`config.mk`:
```
export PLATFORM = sky130hd
export DESIGN_NAME = rc_req_initiator_flat
export DESIGN_NICKNAME = d
export VERILOG_FILES = /design/src/rtl/rc_req_initiator_if.sv /design/src/rtl/rc_req_initiator.sv /design/src/flat_wrapper.sv
export SDC_FILE = /design/constraint.sdc
export NUM_CORES = 1
export LEC_CHECK = 0
export BUFFER_PORTS_ARGS = -buffer_cell sky130_fd_sc_hd__buf_2
export CORE_UTILIZATION = 30
export DETAILED_ROUTE_END_ITERATION = 16
export GPL_ROUTABILITY_DRIVEN = 1
export GPL_TIMING_DRIVEN = 1
export PLACE_DENSITY = 0.52
export SLEW_MARGIN = 15
export SYNTH_ARGS = -nofsm -noshare
export SYNTH_HDL_FRONTEND = slang
export SYNTH_SLANG_ARGS = --single-unit
```
`constraint.sdc`:
```
create_clock -name clk -period 2.55 [get_ports clk]
set_input_delay 0.51 -clock clk [delete_from_list [all_inputs] [get_ports clk]]
set_output_delay 0.51 -clock clk [all_outputs]
set_load 0.05 [all_outputs]
```
`src/rtl/rc_req_initiator_if.sv`:
```
// Active-low request/acknowledge pair between the requester and the responder.
// Valid/ready: rc_reqn low is "valid" and is held until rc_ackn pulses low for
// one cycle ("ready"); the transfer completes on the clock edge that samples it.
interface rc_req_initiator_if;
  logic rc_reqn;
  logic rc_ackn;

  modport master (output rc_reqn, input rc_ackn);
  modport slave  (input rc_reqn, output rc_ackn);
endinterface

```
`src/rtl/rc_req_initiator.sv`:
```
// Requester FSM: turns start pulses into a held-low rc_reqn, releases it on ack
// or timeout, and enforces a release gap. Holds at most one start in reserve.
module rc_req_initiator #(
  parameter int TIMEOUT_CYC = 64,
  parameter int GAP_CYC     = 2,
  parameter int CNT_W       = 16
) (
  input  logic                   clk,
  input  logic                   rstn,
  input  logic                   start,
  input  logic                   abort,
  rc_req_initiator_if.master     rc,
  output logic                   busy,
  output logic                   done,
  output logic                   tout,
  output logic [CNT_W-1:0]       done_cnt,
  output logic [CNT_W-1:0]       tout_cnt,
  output logic [1:0]             fsm_state
);

  typedef enum logic [1:0] {
    IDLE = 2'd0,
    REQ  = 2'd1,
    GAP  = 2'd2
  } state_t;

  localparam int WAIT_W = $clog2(TIMEOUT_CYC + 1);
  localparam int GAP_W  = $clog2(GAP_CYC + 1);
  localparam logic [WAIT_W-1:0] WAIT_LAST = WAIT_W'(TIMEOUT_CYC - 1);
  localparam logic [GAP_W-1:0]  GAP_LAST  = GAP_W'(GAP_CYC - 1);

  state_t            state;
  logic              pending;
  logic [WAIT_W-1:0] wait_cnt;
  logic [GAP_W-1:0]  gap_cnt;

  always_ff @(posedge clk or negedge rstn) begin
    if (!rstn) begin
      state      <= IDLE;
      rc.rc_reqn <= 1'b1;
      done       <= 1'b0;
      tout       <= 1'b0;
      done_cnt   <= '0;
      tout_cnt   <= '0;
      pending    <= 1'b0;
      wait_cnt   <= '0;
      gap_cnt    <= '0;
    end else begin
      done <= 1'b0;
      tout <= 1'b0;
      case (state)
        IDLE: begin
          // A start captured on the last GAP cycle launches from here.
          if (abort) begin
            pending <= 1'b0;
          end else if (start || pending) begin
            state      <= REQ;
            rc.rc_reqn <= 1'b0;
            wait_cnt   <= '0;
            pending    <= 1'b0;
          end
        end
        REQ: begin
          if (abort) begin
            state      <= GAP;
            rc.rc_reqn <= 1'b1;
            gap_cnt    <= '0;
            pending    <= 1'b0;
          end else begin
            if (start) pending <= 1'b1;
            if (!rc.rc_ackn) begin
              state      <= GAP;
              rc.rc_reqn <= 1'b1;
              gap_cnt    <= '0;
              done       <= 1'b1;
              done_cnt   <= (done_cnt == '1) ? done_cnt : done_cnt + 1'b1;
            end else if (wait_cnt == WAIT_LAST) begin
              state      <= GAP;
              rc.rc_reqn <= 1'b1;
              gap_cnt    <= '0;
              tout       <= 1'b1;
              tout_cnt   <= (tout_cnt == '1) ? tout_cnt : tout_cnt + 1'b1;
            end else begin
              wait_cnt <= wait_cnt + 1'b1;
            end
          end
        end
        GAP: begin
          if (gap_cnt == GAP_LAST) begin
            if (pending && !abort) begin
              state      <= REQ;
              rc.rc_reqn <= 1'b0;
              wait_cnt   <= '0;
              pending    <= start;
            end else begin
              state   <= IDLE;
              pending <= start && !abort;
            end
          end else begin
            gap_cnt <= gap_cnt + 1'b1;
            if (abort)      pending <= 1'b0;
            else if (start) pending <= 1'b1;
          end
        end
        default: begin
          state      <= IDLE;
          rc.rc_reqn <= 1'b1;
          pending    <= 1'b0;
        end
      endcase
    end
  end

  assign busy      = (state != IDLE) || pending;
  assign fsm_state = state;

endmodule
```
`src/flat_wrapper.sv`:
```
// flat-port wrapper written by rule: the top's interface ports become plain ports
module rc_req_initiator_flat 
#(
  parameter int TIMEOUT_CYC = 64,
  parameter int GAP_CYC     = 2,
  parameter int CNT_W       = 16
)
  (clk, rstn, start, abort, busy, done, tout, done_cnt, tout_cnt, fsm_state, rc_rc_reqn, rc_rc_ackn);
  rc_req_initiator_if rc_i ();
  input  logic clk;
  input  logic rstn;
  input  logic start;
  input  logic abort;
  output logic busy;
  output logic done;
  output logic tout;
  output logic [CNT_W-1:0] done_cnt;
  output logic [CNT_W-1:0] tout_cnt;
  output logic [1:0] fsm_state;
  output wire logic [$bits(rc_i.rc_reqn)-1:0] rc_rc_reqn;
  input wire logic [$bits(rc_i.rc_ackn)-1:0] rc_rc_ackn;
  assign rc_rc_reqn = rc_i.rc_reqn;
  assign rc_i.rc_ackn = rc_rc_ackn;
  rc_req_initiator #(.TIMEOUT_CYC(TIMEOUT_CYC), .GAP_CYC(GAP_CYC), .CNT_W(CNT_W)) u_core (.clk(clk), .rstn(rstn), .start(start), .abort(abort), .rc(rc_i), .busy(busy), .done(done), .tout(tout), .done_cnt(done_cnt), .tout_cnt(tout_cnt), .fsm_state(fsm_state));
endmodule
```
# == Word-level counts from Yosys, hierarchy flattened ==
# Cells that the tools add are included.
# totals
input_bits,5
regBits,47
# op_classes
muxes,42
eq_ne,16
n_bitwise,4
addsub,4
reduce_logical,15
# ops
operator,n
$mux W7,7
$add A16 B1 Y16 const B,2
$eq A16 B16 Y1 const B,2
$pmux W7 S3,1
$mux W1,20
$mux W2,10
$ne A2 B2 Y1 const B,5
$reduce_and A5 Y1,2
$reduce_and A4 Y1,2
$reduce_and A8 Y1,1
$add A7 B1 Y7 const B,1
$eq A7 B6 Y1 const B,1
$ne A2 B1 Y1 const B,3
$pmux W1 S3,2
$pmux W2 S3,1
$eq A2 B1 Y1 const B,2
$ne A4 B3 Y1 const B,1
$not A1 Y1,4
$pmux W2 S2,1
$reduce_bool A2 Y1,2
$ne A3 B2 Y1 const B,1
$reduce_and A3 Y1,1
$reduce_bool A3 Y1,1
$add A2 B1 Y2 const B,1
other kinds (5),7

# == Longest topological paths before layout ==
# Gate-level depths: netlist (run 1).
# depth
word_depth,5
depth_mapped,8
mapped_depth_nobuf,7

# == Worst setup path before layout (run 1) ==
# Ideal clock, no wire load.
# synth_path
path_type,register -> register
start,"register u_core.state[0], in the netlist u_core.fsm_state[0]"
end,register u_core.tout_cnt[1]
path_buffers,1
setup_time_ns,0.125
slack_ns,0.288
path_stages_with_launch,7
arrival_ns,2.137
path_cell_list,dfrtp_1 ha_1 buf_4 inv_1 or4_1 nor2_1 mux2_2
# synth_via
elab_chain_len,2
# synth_lines
element,line_no,rtl
start: declaration,rc_req_initiator.sv:32,state_t state;
start signal: assignment,rc_req_initiator.sv:39,state <= IDLE;
start signal: assignment,rc_req_initiator.sv:57,state <= REQ;
start signal: assignment,rc_req_initiator.sv:65,state <= GAP;
$eq A2 B1 Y1,rc_req_initiator.sv:51,case (state)
$reduce_and A5 Y1 (no line),n/a,
end signal: assignment,rc_req_initiator.sv:82,tout_cnt <= (tout_cnt == '1) ? tout_cnt : tout_cnt + 1'b1;
end: declaration,rc_req_initiator.sv:17,"output logic [CNT_W-1:0] tout_cnt,"
# No other way between the ends.
# A chain may end at the register's enable or synchronous reset.

# == Final worst setup path (run 1) ==
# layout_path
start,"register u_core.state[1], in the netlist u_core.fsm_state[1]"
end,register u_core.tout_cnt[1]
# Same word-level chain as after synthesis.

==> flow_summary.yaml, run 1 <==
critical_path:
  reg2reg_slack_ns: 0.28
  critPathRequiredTime_ns: 2.74
  slowest_delay_ns: 0.60
  worst_setup_path_start_kind: "flop"
  worst-path-max-fanout: 9
  arrival_ns: 2.46
  path_class: "flop to flop"
  crit_top_cell: "inv_1"
  crit_chain: "inv_1 -> ha_1 -> inv_1 -> or4_1 -> nor2_1 -> mux2_2"
  end_kind: "flop"
  slowest_stage: "or4_1"
grt:
  antenna_found_initial: 0
  globalRouteOverflowTotal: 0
  grt_pass1_wl_um: 9980
  grt_use_total_pct: 14.4
  first_global_vias: 2051
  grt_max_degree: 48
clocking:
  cts.sinks: 47
  clk_pin_slew_ns: 0.08
  htree_levels: 2
  clk_latency_ns: 0.30
  cts_tree: "yes"
  clock_path_buffers: 2
  post-cts-setup-buffers: 0
  cts_buffers: 5
  cts_hold_buf: 0
  cts_resized: 0
  clock_tree.root_cell: "clkbuf_8"
final_layout:
  final_layout_size_suffix_gt1_share_pct: 22.5
  diodes: 0
  layout_common_cells: "dfrtp_1, buf_2, xor2_1"
  final_cell_area_mm2: 0.00297
  nFillCells: 856
  fin_cells: 398
  fin_nets: 305
  layout_commonest_cell: "dfrtp_1"
  finish.utilization_pct: 36.4
  area_growth_pct: 17.8
  multi_input_area_mm2: 0.00128
  final-seq-area_mm2: 0.00118
die:
  start_util_pct: 30.9
  ioPinCount: 43
  die_w_um: 93.7
  die_area_mm2: 0.00878
  fp.dieH_um: 93.7
  core_area_mm2: 0.00818
  rows: 33
sta:
  slew_viol_final: 0
  fin_ws_ns: 0.279
  finalSetupViolCount: 0
  finClkSkew_ns: 0.00689
  period_share_pct: 89.1
  min_period_ns: 2.27
  tightest_slew_ns: 0.806
  finalHoldWorstSlack_ns: 0.297
  relSlewSlack_pct: 45.6
  rsz0062_at_grt: "false"
  setup-tns-final_ns: 0
  fmax_ghz: 0.440
  hold_viol_final: 0
placed_design:
  pre_cts_slack_ns: 0.271
  place_inst: 390
  gp_congestion: 0.810
  numPortBuffers: 42
  place_hpwl_um: 4160
  placed_cell_area_mm2: 0.00287
power_and_ir_drop:
  vdd_drop_max_uv: 478
  powerDensity_mw_per_mm2: 744
  switching_share_pct: 40.2
  pwr-share-clk_pct: 22.8
  p_leak_nw: 1.47
  p_total_mw: 2.21
  combinationalPowerShare_pct: 36.4
  p_int_mw: 1.32
  seqPwrFrac_pct: 40.9
  p_sw_uw: 889
logic_synthesis:
  synthAdderAreaFrac_pct: 3.97
  synth_fp_nets: 258
  synth_compound_area_share_pct: 9.07
  yosysWarningCount: 0
  netlist_area_mm2: 0.00252
  synth_top_area_share_pct: 45.6
  synthMuxAreaShare_pct: 1.74
  synth_cells: 245
  avgSynthCellArea_um2: 10.3
  synth_cell_type_count: 46
  synth_area_leader_cell: "dfrtp_1"
  yosys.area_share.simple_pct: 25.5
  synth_top_family_by_area: "simple AND/OR/NAND/NOR gates"
  synth_xor_area_share_pct: 10.4
  synth_area_leaders: "dfrtp_1, xor2_1, ha_1"
  synth.yosys.seq_area_share_pct: 46.7
  synth_seq_cells: 47
drt:
  drt_iter0_drc: 96
  dr.pass1.iters: 4
  routed_wl_um: 5850
  ant_nets: 0
  drc: 0
  wl_per_cell_um: 14.7
  vias_per_cell: 5.22
  vias: 2076
min_path:
  hp-class: "input pin to asynchronous set/reset pin"
flow_run:
  drv_cap: 0
outcome:
  status: "completed"
## power groups by stage
stage | sequential, mW | combinational (mW) | clock, mW
floorplan | 1.09 | 0.422 | 0
global placement | 0.914 | 0.808 | 0
detailed placement | 0.919 | 0.811 | 0
CTS | 0.905 | 0.813 | 0.530
global route | 0.922 | 0.885 | 0.556
finish | 0.904 | 0.805 | 0.504
## synthesized netlist by cell type (all sizes together)
library cell / number
dfstp: 1
o21ai: 8
o311a: 1
a211o: 2
o211ai: 4
o41ai: 1
a311oi: 1
and3: 8
or3: 1
and4: 3
xor2: 22
nand4b: 2
buf: 4
nand2: 13
inv: 9
mux2i: 1
nand4: 12
or3b: 1
mux2: 3
a21oi: 3
or2: 1
xnor2: 8
o311ai: 8
or4: 4
nor4: 9
clkbuf: 3
nor2b: 1
nand2b: 7
and2: 1
nand3b: 1
nor3b: 4
nand3: 17
and4b: 1
a31oi: 1
nor4b: 1
ha: 8
nor2: 10
o21a: 1
nor3: 11
o31ai: 2
dfrtp: 46
## worst max-delay path: cells and delay by family, from the launching register on
family / cells / cell delay, ns
adder cells (fa/ha/maj): 1 / 0.34
buffers and inverters: 2 / 0.27
flip-flops: 1 / 0.42
multiplexers: 1 / 0.36
AND/OR/NAND/NOR: 2 / 0.79
## per-layer routing
metal	vias to the layer above	part of all wire (%)	global-route usage [%]
li1	1001	-	-
met1	1023	48	19.3
met2	48	46	23.0
met3	4	3.9	2.83
met4	0	1.3	5.26
met5	-	0	0
## cells by family after synthesis
logic type	Yosys count
AO/OA/AOI/OAI	32
AND/OR/NAND/NOR	108
buffers and inverters	16
flip-flops	47
multiplexers	4
adder cells (fa/ha/maj)	8
XOR/XNOR	30
## registers in the layout, indices dropped and copies added (netlist names)
| name | count |
|---|---|
| u_core.gap_cnt | 2 |
| u_core.done | 1 |
| u_core.rc.rc_reqn | 1 |
| u_core.fsm_state | 2 |
| u_core.pending | 1 |
| u_core.tout_cnt | 16 |
| u_core.wait_cnt | 7 |
| u_core.tout | 1 |
| u_core.done_cnt | 16 |
## cell type report
type | instances | share of cell area [%]
multi-input combinational | 182 | 43.0
sequential | 47 | 39.6
timing repair buffer | 47 | 8.33
tap | 105 | 4.42
clock buffer | 7 | 3.24
inverter | 9 | 1.14
clock inverter | 1 | 0.253
## final timing paths
| kind | start | endpoint | depth (start not counted) |
|---|---|---|---|
| worst max register to register | u_core.fsm_state[1] | u_core.tout_cnt[1] | 6 |
| max in group asynchronous | rstn | u_core.wait_cnt[5] | 2 |
| worst max-delay path | u_core.fsm_state[1] | u_core.tout_cnt[1] | 6 |
| min in group clk | u_core.rc.rc_reqn | u_core.rc.rc_reqn | 2 |
| worst min-delay path | rstn | u_core.done_cnt[13] | 2 |
| worst min register to register | u_core.rc.rc_reqn | u_core.rc.rc_reqn | 2 |
Note: power is estimated with default switching activity, not from simulation.
==> run 2: changes to the inputs <==
- CORE_MARGIN: unset -> 2
==> flow_summary.yaml, run 2 (same netlist as run 1, synthesis figures left out) <==
final_layout:
  layout_common_cells: "dfrtp_1, buf_2, xor2_1"
  area_growth_pct: 18.0
  nFillCells: 871
  diodes: 0
  layout_commonest_cell: "dfrtp_1"
  fin_nets: 306
  reg_top3: "u_core.done_cnt x16, u_core.tout_cnt x16, u_core.wait_cnt x7"
  final_layout_size_suffix_gt1_share_pct: 22.2
power_and_ir_drop:
  vdd_drop_max_uv: 444
  powerDensity_mw_per_mm2: 756
  p_leak_nw: 1.47
grt:
  grt_max_degree: 29
  globalRouteOverflowTotal: 0
  grt_use_total_pct: 13.6
  antenna_found_initial: 0
  first_global_vias: 2020
  grt_pass1_wl_um: 9920
clocking:
  cts_resized: 0
  cts.sinks: 47
  cts_hold_buf: 0
  clk_latency_ns: 0.31
  htree_levels: 2
  clk_pin_slew_ns: 0.10
  cts_tree: "yes"
  clock_tree.root_cell: "clkbuf_8"
  clock_path_buffers: 2
  cts_buffers: 5
  post-cts-setup-buffers: 0
placed_design:
  numPortBuffers: 42
  place_hpwl_um: 4160
  gp_congestion: 0.815
  pre_cts_slack_ns: 0.438
die:
  core_area_mm2: 0.00818
  die_area_mm2: 0.00916
  die_w_um: 95.7
  start_util_pct: 30.9
  ioPinCount: 43
  fp.dieH_um: 95.7
  rows: 33
critical_path:
  slowest_stage: "dfrtp_1"
  cp_num_buf_inv: 2
  worst-path-max-fanout: 10
  arrival_ns: 2.31
  cpLargestDelayFamily: "simple AND/OR/NAND/NOR gates"
  worst_setup_path_start_kind: "flop"
  crit_chain: "inv_1 -> ha_1 -> nor3b_1 -> a311oi_1 -> buf_4 -> or2_2 -> o311ai_0"
  critPathRequiredTime_ns: 2.74
  path_class: "flop to flop"
  slowest_delay_ns: 0.41
  end_kind: "flop"
sta:
  period_share_pct: 83.3
  slew_viol_final: 0
  hold_viol_final: 0
  min_period_ns: 2.12
  finalSetupViolCount: 0
  fin_ws_ns: 0.426
  tightest_slew_ns: 0.803
  rsz0062_at_grt: "false"
  setup-tns-final_ns: 0
  fmax_ghz: 0.471
  relSlewSlack_pct: 45.8
  finClkSkew_ns: 0.0139
drt:
  wl_per_cell_um: 14.5
  drc: 0
  vias: 2064
  vias_per_cell: 5.19
  drt_iter0_drc: 92
  dr.pass1.iters: 5
  ant_nets: 0
  routed_wl_um: 5790
outcome:
  status: "completed"
flow_run:
  drv_cap: 0
min_path:
  hp-class: "input pin to asynchronous set/reset pin"
[run 2: changes by cell type in the layout (fill, tap and decap cells not counted)]
cell        before  now
clkinvlp_4       1    0
clkbuf_8         7    5
buf_4            5    6
bufinv_16        0    1
clkbuf_1         0    1
[run 2: per-stage QoR]
stage	instance area [µm²]	cells	hold WS, ns	util [%]	power [mW]
detailed placement	2880	391	0.480	35.2	1.72
floorplan	2520	245	0.214	-	1.51
global route	2980	398	0.279	36.4	2.40
finish	2980	398	0.216	36.4	2.25
global placement	2880	391	0.477	35.2	1.72
CTS	2980	398	0.252	36.4	2.27
[run 2: layer usage]
metal | vias to the layer above | GRT usage (%) | share of wire, %
met4 | 0 | 4.29 | 1.3
met2 | 45 | 21.0 | 45
met3 | 6 | 2.82 | 4.0
met1 | 1011 | 19.3 | 49
li1 | 1002 | - | -
met5 | - | 0 | 0
[run 2: final timing paths]
kind | start | slack (ns) | cells after the start | endpoint
worst max-delay path | u_core.fsm_state[0] | 0.43 | 7 | u_core.wait_cnt[0]
worst max register to register | u_core.fsm_state[0] | 0.43 | 7 | u_core.wait_cnt[0]
worst min register to register | u_core.done_cnt[15] | 0.49 | 1 | u_core.done_cnt[15]
worst min-delay path | rstn | 0.22 | 1 | u_core.tout_cnt[0]
min in group clk | u_core.done_cnt[15] | 0.49 | 1 | u_core.done_cnt[15]
max in group asynchronous | rstn | 1.73 | 2 | u_core.done
[run 2: power by group]
part           switching [mW]  total, mW  internal [mW]
Clock                   0.260      0.548          0.288
Sequential             0.0762      0.902          0.826
Combinational           0.552      0.802          0.250
[run 2: layout make-up]
| type | instances | area [µm²] | area share, % |
|---|---|---|---|
| clock inverters | 1 | 30.0 | 1.01 |
| clock buffers | 6 | 72.6 | 2.44 |
| inverters | 9 | 33.8 | 1.13 |
| flip-flops and latches | 47 | 1180 | 39.5 |
| multi-input cells | 182 | 1280 | 42.9 |
| well taps | 105 | 131 | 4.41 |
| repair buffers | 48 | 255 | 8.57 |
